$ cat config.mk
export PLATFORM = sky130hd
export DESIGN_NAME = pipe_hazard_ctrl
export DESIGN_NICKNAME = d
export VERILOG_FILES = /design/src/rtl/pipe_hazard_ctrl.sv
export SDC_FILE = /design/constraint.sdc
export NUM_CORES = 1
export LEC_CHECK = 0
export BUFFER_PORTS_ARGS = -buffer_cell sky130_fd_sc_hd__buf_2
export CORE_MARGIN = 4
export CORE_UTILIZATION = 52
export CTS_CLUSTER_DIAMETER = 200
export DETAILED_ROUTE_END_ITERATION = 10
export PLACE_DENSITY = 0.89
export SKIP_CTS_REPAIR_TIMING = 1
export SLEW_MARGIN = 20
export SYNTH_ARGS = -nofsm -noshare
export SYNTH_HDL_FRONTEND = slang
export SYNTH_SLANG_ARGS = --single-unit
$ cat constraint.sdc
create_clock -name clk -period 2.4 [get_ports clk]
set_clock_uncertainty 0.1 [all_clocks]
set_input_delay 0.24 -clock clk [delete_from_list [all_inputs] [get_ports clk]]
set_output_delay 0.24 -clock clk [all_outputs]
set_load 0.03 [all_outputs]
$ cat src/rtl/pipe_hazard_ctrl.sv
// Hazard/stall controller for the 5-stage pipeline: drives register enables/clears
// for load-use, redirect, mul/div occupancy and memory wait, and counts stall cycles.
module pipe_hazard_ctrl #(
    parameter int MD_LAT = 8,
    parameter int RA_W   = 5
) (
    input  logic            clk,
    input  logic            rst,
    input  logic [RA_W-1:0] id_rs_i,
    input  logic [RA_W-1:0] id_rt_i,
    input  logic            id_uses_rs_i,
    input  logic            id_uses_rt_i,
    input  logic [RA_W-1:0] ex_rd_i,
    input  logic            ex_memtoreg_i,
    input  logic            ex_regwrite_i,
    input  logic            ex_redirect_i,
    input  logic            id_md_start_i,
    input  logic            mem_req_i,
    input  logic            mem_ack_i,
    output logic            pc_en_o,
    output logic            ifid_en_o,
    output logic            ifid_clear_o,
    output logic            idex_en_o,
    output logic            idex_clear_o,
    output logic            exmem_en_o,
    output logic            exmem_clear_o,
    output logic            memwb_en_o,
    output logic            md_busy_o,
    output logic [31:0]     stall_cycles_o,
    output logic [1:0]      state_dbg_o
);

    typedef enum logic [1:0] {
        RUN      = 2'd0,
        MD_BUSY  = 2'd1,
        MEM_WAIT = 2'd2
    } state_t;

    localparam logic [7:0] MD_INIT = 8'(MD_LAT - 1);

    state_t      state_q, state_d;
    state_t      ret_state_q, ret_state_d;
    logic [7:0]  md_cnt_q, md_cnt_d;
    logic [31:0] stall_q, stall_d;

    logic   mem_freeze;
    logic   load_use;
    state_t eff_state;

    assign mem_freeze = mem_req_i & ~mem_ack_i;

    // Register 0 is hardwired to zero, so a load targeting it never creates a hazard.
    assign load_use = ex_memtoreg_i & ex_regwrite_i & (ex_rd_i != '0) &
                      ((id_uses_rs_i & (id_rs_i == ex_rd_i)) |
                       (id_uses_rt_i & (id_rt_i == ex_rd_i)));

    // Once the memory stall releases, behave as the state we were frozen in.
    assign eff_state = (state_q == MEM_WAIT) ? ret_state_q : state_q;

    always_comb begin
        pc_en_o       = 1'b1;
        ifid_en_o     = 1'b1;
        ifid_clear_o  = 1'b0;
        idex_en_o     = 1'b1;
        idex_clear_o  = 1'b0;
        exmem_en_o    = 1'b1;
        exmem_clear_o = 1'b0;
        memwb_en_o    = 1'b1;
        if (!rst) begin
            pc_en_o    = 1'b0;
            ifid_en_o  = 1'b0;
            idex_en_o  = 1'b0;
            exmem_en_o = 1'b0;
            memwb_en_o = 1'b0;
        end else if (mem_freeze) begin
            pc_en_o    = 1'b0;
            ifid_en_o  = 1'b0;
            idex_en_o  = 1'b0;
            exmem_en_o = 1'b0;
            memwb_en_o = 1'b0;
        end else if (eff_state == MD_BUSY) begin
            pc_en_o       = 1'b0;
            ifid_en_o     = 1'b0;
            idex_en_o     = 1'b0;
            exmem_clear_o = 1'b1;
        end else if (ex_redirect_i) begin
            ifid_clear_o = 1'b1;
            idex_clear_o = 1'b1;
        end else if (load_use) begin
            pc_en_o      = 1'b0;
            ifid_en_o    = 1'b0;
            idex_clear_o = 1'b1;
        end
    end

    always_comb begin
        state_d     = state_q;
        ret_state_d = ret_state_q;
        md_cnt_d    = md_cnt_q;
        if (mem_freeze) begin
            if (state_q != MEM_WAIT) begin
                ret_state_d = state_q;
                state_d     = MEM_WAIT;
            end
        end else if (eff_state == MD_BUSY) begin
            if (md_cnt_q <= 8'd1) begin
                state_d  = RUN;
                md_cnt_d = 8'd0;
            end else begin
                state_d  = MD_BUSY;
                md_cnt_d = md_cnt_q - 8'd1;
            end
        end else begin
            state_d = RUN;
            if (!ex_redirect_i && !load_use && id_md_start_i) begin
                state_d  = MD_BUSY;
                md_cnt_d = MD_INIT;
            end
        end
    end

    always_comb begin
        stall_d = stall_q;
        if (!pc_en_o && stall_q != 32'hFFFF_FFFF) begin
            stall_d = stall_q + 32'd1;
        end
    end

    always_ff @(posedge clk or negedge rst) begin
        if (!rst) begin
            state_q     <= RUN;
            ret_state_q <= RUN;
            md_cnt_q    <= 8'd0;
            stall_q     <= 32'd0;
        end else begin
            state_q     <= state_d;
            ret_state_q <= ret_state_d;
            md_cnt_q    <= md_cnt_d;
            stall_q     <= stall_d;
        end
    end

    assign md_busy_o      = (state_q == MD_BUSY) ||
                            ((state_q == MEM_WAIT) && (ret_state_q == MD_BUSY));
    assign stall_cycles_o = stall_q;
    assign state_dbg_o    = state_q;

endmodule

# Word level (Yosys, flattened, before mapping)
# Cells that the tools add are included.
# word_totals
register_bits	44
inputBits	25
output_inout_bits	43
# op_classes
n_addsub	2
magnitude_cmp	1
eq_ne	9
muxes	31
bitwise_logic	9
reduce_logical	12
# ops
operator	n
adder 32 x 1 -> 32 bit (second input constant)	1
inequality test 32 bit (second input constant)	1
2-to-1 mux 1 bit	24
2-to-1 mux 8 bit	3
== test 5 bit	2
less-or-equal comparator 8 x 1 -> 1 bit (second input constant)	1
2-to-1 mux 2 bit	4
subtractor 8 x 1 -> 8 bit (second input constant)	1
AND 1 bit	6
== test 2 x 1 -> 1 bit (second input constant)	3
nonzero test 5 bit	1
logical AND 1 bit	4
AND reduction 2 bit	2
logical NOT 1 bit	3
== test 2 bit (second input constant)	1
inequality test 2 x 1 -> 1 bit (second input constant)	1
inequality test 2 bit (second input constant)	1
inverter 1 bit	2
nonzero test 2 bit	1
logical OR 1 bit	1
bitwise OR 1 bit	1

# Longest topological paths before layout
# depth
word_depth	11
mapped_depth	10
depth_no_buf	8

# Least setup slack after synthesis
# No wires, ideal clock.
# synth_timing
kind	reg-to-reg
start	register state_q[0] (netlist: state_dbg_o[0])
end	register stall_q[10] (netlist: stall_cycles_o[10])
arrival_time_ns	2.236
required_ns	2.162
setup_slack_ns	-0.075
stages_incl_launch_ff	10
cell_sequence	dfrtp_1 nor3b_1 mux2i_1 nand3_1 a31oi_2 or2_1 buf_6 buf_12 nor3_2 xor2_1
# synth_via
elab_chain_len	8
# synth_lines
item	line	source
start: declaration	41	state_t state_q, state_d;
start signal: assignment	136	state_q <= state_d;
== test 2 bit	58	assign eff_state = (state_q == MEM_WAIT) ? ret_state_q : state_q;
2-to-1 mux 2 bit (*)	58	
== test 2 x 1 -> 1 bit (*)	81	end else if (eff_state == MD_BUSY) begin
2-to-1 mux 1 bit (*) (3 in a row)	n/a	
named net ifid_en_o	21	output logic ifid_en_o,
logical NOT 1 bit (*)	124	if (!pc_en_o && stall_q != 32'hFFFF_FFFF) begin
logical AND 1 bit (*)	124	
end signal: assignment	139	stall_q <= stall_d;
end: declaration	44	logic [31:0] stall_q, stall_d;
# Mark *: on every way through the listed nets, which the timed path passes. The rest lies on a longest branch.
# A chain may end at the register's enable or synchronous reset.

# Worst setup path in the final report
# layout_timing
start	register stall_q[14] (netlist: stall_cycles_o[14])
end	register stall_q[12] (netlist: stall_cycles_o[12])
# layout_via
elab_chain_len	2
# layout_lines
item	line
inequality test 32 bit	124
logical AND 1 bit	124
# Every way passes these cells.

==> results.json <==
{
  "dieArea_um2": 5696,
  "ios": 68,
  "dpl-instance-area_um2": 2798,
  "drive_above_1_share": 0.3084,
  "synth_seq_cells": 44,
  "ys_types": 43,
  "switchingPower_mw": 0.8432,
  "place_ws_ns": 0.06061,
  "p_int_mw": 1.302,
  "drc": 0,
  "p_per_area_nw_per_um2": 738.2,
  "fmax_mhz": 444.9,
  "cp.arrival_ns": 2.33,
  "finalSetupTns_ns": 0,
  "grt_pass1_wl_mm": 9.170,
  "ff_latch_area_um2": 1101,
  "fillers": 358,
  "worstPathRequired_ns": 2.48,
  "dpl.hpwl_mm": 4.325,
  "hold_path.class": "primary input to flip-flop",
  "multi_input_area_um2": 1190,
  "whs_ns": 0.3277,
  "synthesis.area_um2": 2367,
  "comb_power_share": 0.331,
  "outcome": "finished clean",
  "clockPowerShare": 0.221,
  "yosysWarnings": 0,
  "startpoint_type": "flip-flop",
  "drtIter0Drc": 84,
  "start_util": 0.5400,
  "routed.top_layer": "met4",
  "cpMaxStageDelayCell": "dfrtp_1",
  "cts_buffer_depth": 2,
  "wl_met2_mm": 2.950,
  "met3WireLength_um": 382,
  "total_power_mw": 2.146,
  "worstSkewPairLatency_ns": 0.30,
  "syn_inst": 243,
  "final_antenna_net_count": 0,
  "core-area_um2": 4384,
  "grt_util_all_layers": 0.2109,
  "finalInstanceArea_um2": 2907,
  "cts_root_buf": "clkbuf_8",
  "cts_buffers": 5,
  "antenna_cells": 0,
  "finalMaxSlewViolations": 0,
  "power_switching_share": 0.3930,
  "fin_ws_ns": 0.1524,
  "clk_pin_slew_worst_paths_ns": 0.09,
  "synth_enable_flop_cells": 0,
  "gp_congestion": 0.9150,
  "p_leak_nw": 1.296,
  "first_pass_iters": 4,
  "cp_max_fo": 16,
  "hold_viol": 0,
  "relSlewSlack": 0.6265,
  "finalWirelength_mm": 5.716,
  "synth-seq-area-share": 0.4651,
  "die_w_um": 75.47,
  "grt_antenna_before_repair": 0,
  "placed_cells": 364,
  "postSynthAreaPerCell_um2": 9.742,
  "synth_ff_type": "dfrtp_1",
  "h-tree-depth": 2,
  "cts_tree": "done",
  "grt_max_degree": 46,
  "final_util": 0.6630,
  "period_needed_ns": 2.248,
  "tightest_slew_ns": 0.5603,
  "period_share": 0.9365,
  "vias_per_cell": 5.587,
  "worst_ir_drop_vdd_mv": 0.3982,
  "end_kind": "flip-flop",
  "vias": 2084,
  "drv_cap": 0,
  "async_reset_ff_frac": 1.000,
  "cp_slowest_stage_delay_ns": 0.43,
  "port_buffers": 67,
  "chipHeight_um": 75.47,
  "grt_setup_unrepaired": "false",
  "detail_route.wl_per_cell_um": 15.32,
  "stdcell_count": 373,
  "seqPwrFrac": 0.448,
  "grt_pass1_vias": 1966,
  "synth_nets": 271,
  "grt-ovfl-total": 0,
  "wl_met1_mm": 2.264,
  "cts_sinks": 44,
  "final_net_count": 348,
  "syn2layout_area_growth_pct": 22.78,
  "rows": 24,
  "crit_path_cell_trace": "and4_1 > nand3_1 > or2_4 > nor4_2 > or2_1 > buf_12 > nor4_1 > xor2_1",
  "crit_type": "flip-flop to flip-flop",
  "setup_violations": 0
}
==> Yosys cell counts, types with 2 or more instances <==
cell | n | share of area
a21oi_1 | 5 | 0.011
and2_1 | 3 | 0.0079
and3_1 | 4 | 0.011
and4_1 | 2 | 0.0074
buf_4 | 2 | 0.0063
dfrtp_1 | 44 | 0.47
ha_1 | 3 | 0.016
inv_1 | 10 | 0.016
nand2_1 | 30 | 0.048
nand2b_1 | 2 | 0.0053
nand3_1 | 12 | 0.025
nand4_1 | 15 | 0.040
nor2_1 | 16 | 0.025
nor3_1 | 9 | 0.019
nor3_2 | 5 | 0.021
nor4_1 | 3 | 0.0079
nor4_2 | 2 | 0.011
o21ai_0 | 10 | 0.021
o31ai_1 | 2 | 0.0063
or2_2 | 2 | 0.0053
xnor2_1 | 28 | 0.10
xor2_1 | 13 | 0.048
==> power groups by stage <==
stage	Combinational, mW	Clock [mW]	Sequential [mW]
after floorplan	0.357	0	1.10
after global placement	0.687	0	0.971
after detailed placement	0.706	0	0.975
after CTS	0.707	0.474	0.961
after global routing	0.783	0.508	0.986
final	0.710	0.474	0.962
==> placed cells by master (no fill, tap or decap), drive strengths merged <==
cell / instances
a21oi: 5
a31oi: 2
a32oi: 1
and2: 3
and3: 5
and4: 2
buf: 76
clkbuf: 5
clkinv: 3
dfrtp: 44
dlygate4sd3: 1
ha: 3
inv: 10
mux2i: 1
nand2: 30
nand2b: 2
nand3: 12
nand4: 15
nor2: 17
nor3: 14
nor3b: 1
nor4: 5
o211ai: 1
o21a: 1
o21ai: 11
o22ai: 1
o2bb2ai: 1
o311a: 1
o31ai: 2
or2: 4
or3: 1
xnor2: 28
xor2: 13
==> final timing paths <==
kind                            cells past startpoint          startpoint  slack [ns]                 end
worst max-delay path                                8  stall_cycles_o[14]        0.15  stall_cycles_o[12]
worst min-delay path                                5           mem_req_i        0.33      ret_state_q[1]
worst max register to register                      8  stall_cycles_o[14]        0.15  stall_cycles_o[12]
worst min register to register                      1  stall_cycles_o[20]        0.39  stall_cycles_o[20]
max in group asynchronous                           3                 rst        1.29  stall_cycles_o[28]
min in group asynchronous                           3                 rst        0.50   stall_cycles_o[4]
==> state kept, by name, indices dropped and copies added (netlist names) <==
signal / cells
stall_cycles_o: 32
md_cnt_q: 8
ret_state_q: 2
state_dbg_o: 2
==> layout make-up <==
cell class | instances | area share
Timing Repair Buffer | 77 | 0.1464
Clock inverter | 3 | 0.006457
Multi-Input combinational cell | 182 | 0.4094
Clock buffer | 5 | 0.02368
Sequential cell | 44 | 0.3788
Tap cell | 52 | 0.02238
Inverter | 10 | 0.01291
==> per-layer routing <==
layer  track usage  vias up
met2        0.3605       75
met5             0        -
met1        0.2588     1005
met4       0.06602        0
met3       0.05805       12
li1              -      992
==> logic make-up after synthesis <==
kind of cell    synth area share
simple gates              0.2511
flops                     0.4651
xor+xnor                  0.1517
compound gates           0.07135
buf+inv                  0.04069
fa+ha+maj                0.01586
mux                     0.004228
==> critical path, delay by kind of cell (launching register included) <==
| family | cells | cell delay [ns] |
|---|---|---|
| DFF | 1 | 0.43 |
| xor gates and xnor gates | 1 | 0.17 |
| buffers and inverters | 1 | 0.16 |
| and+or+nand+nor | 6 | 1.27 |
Power figures use the tool's default switching activity.
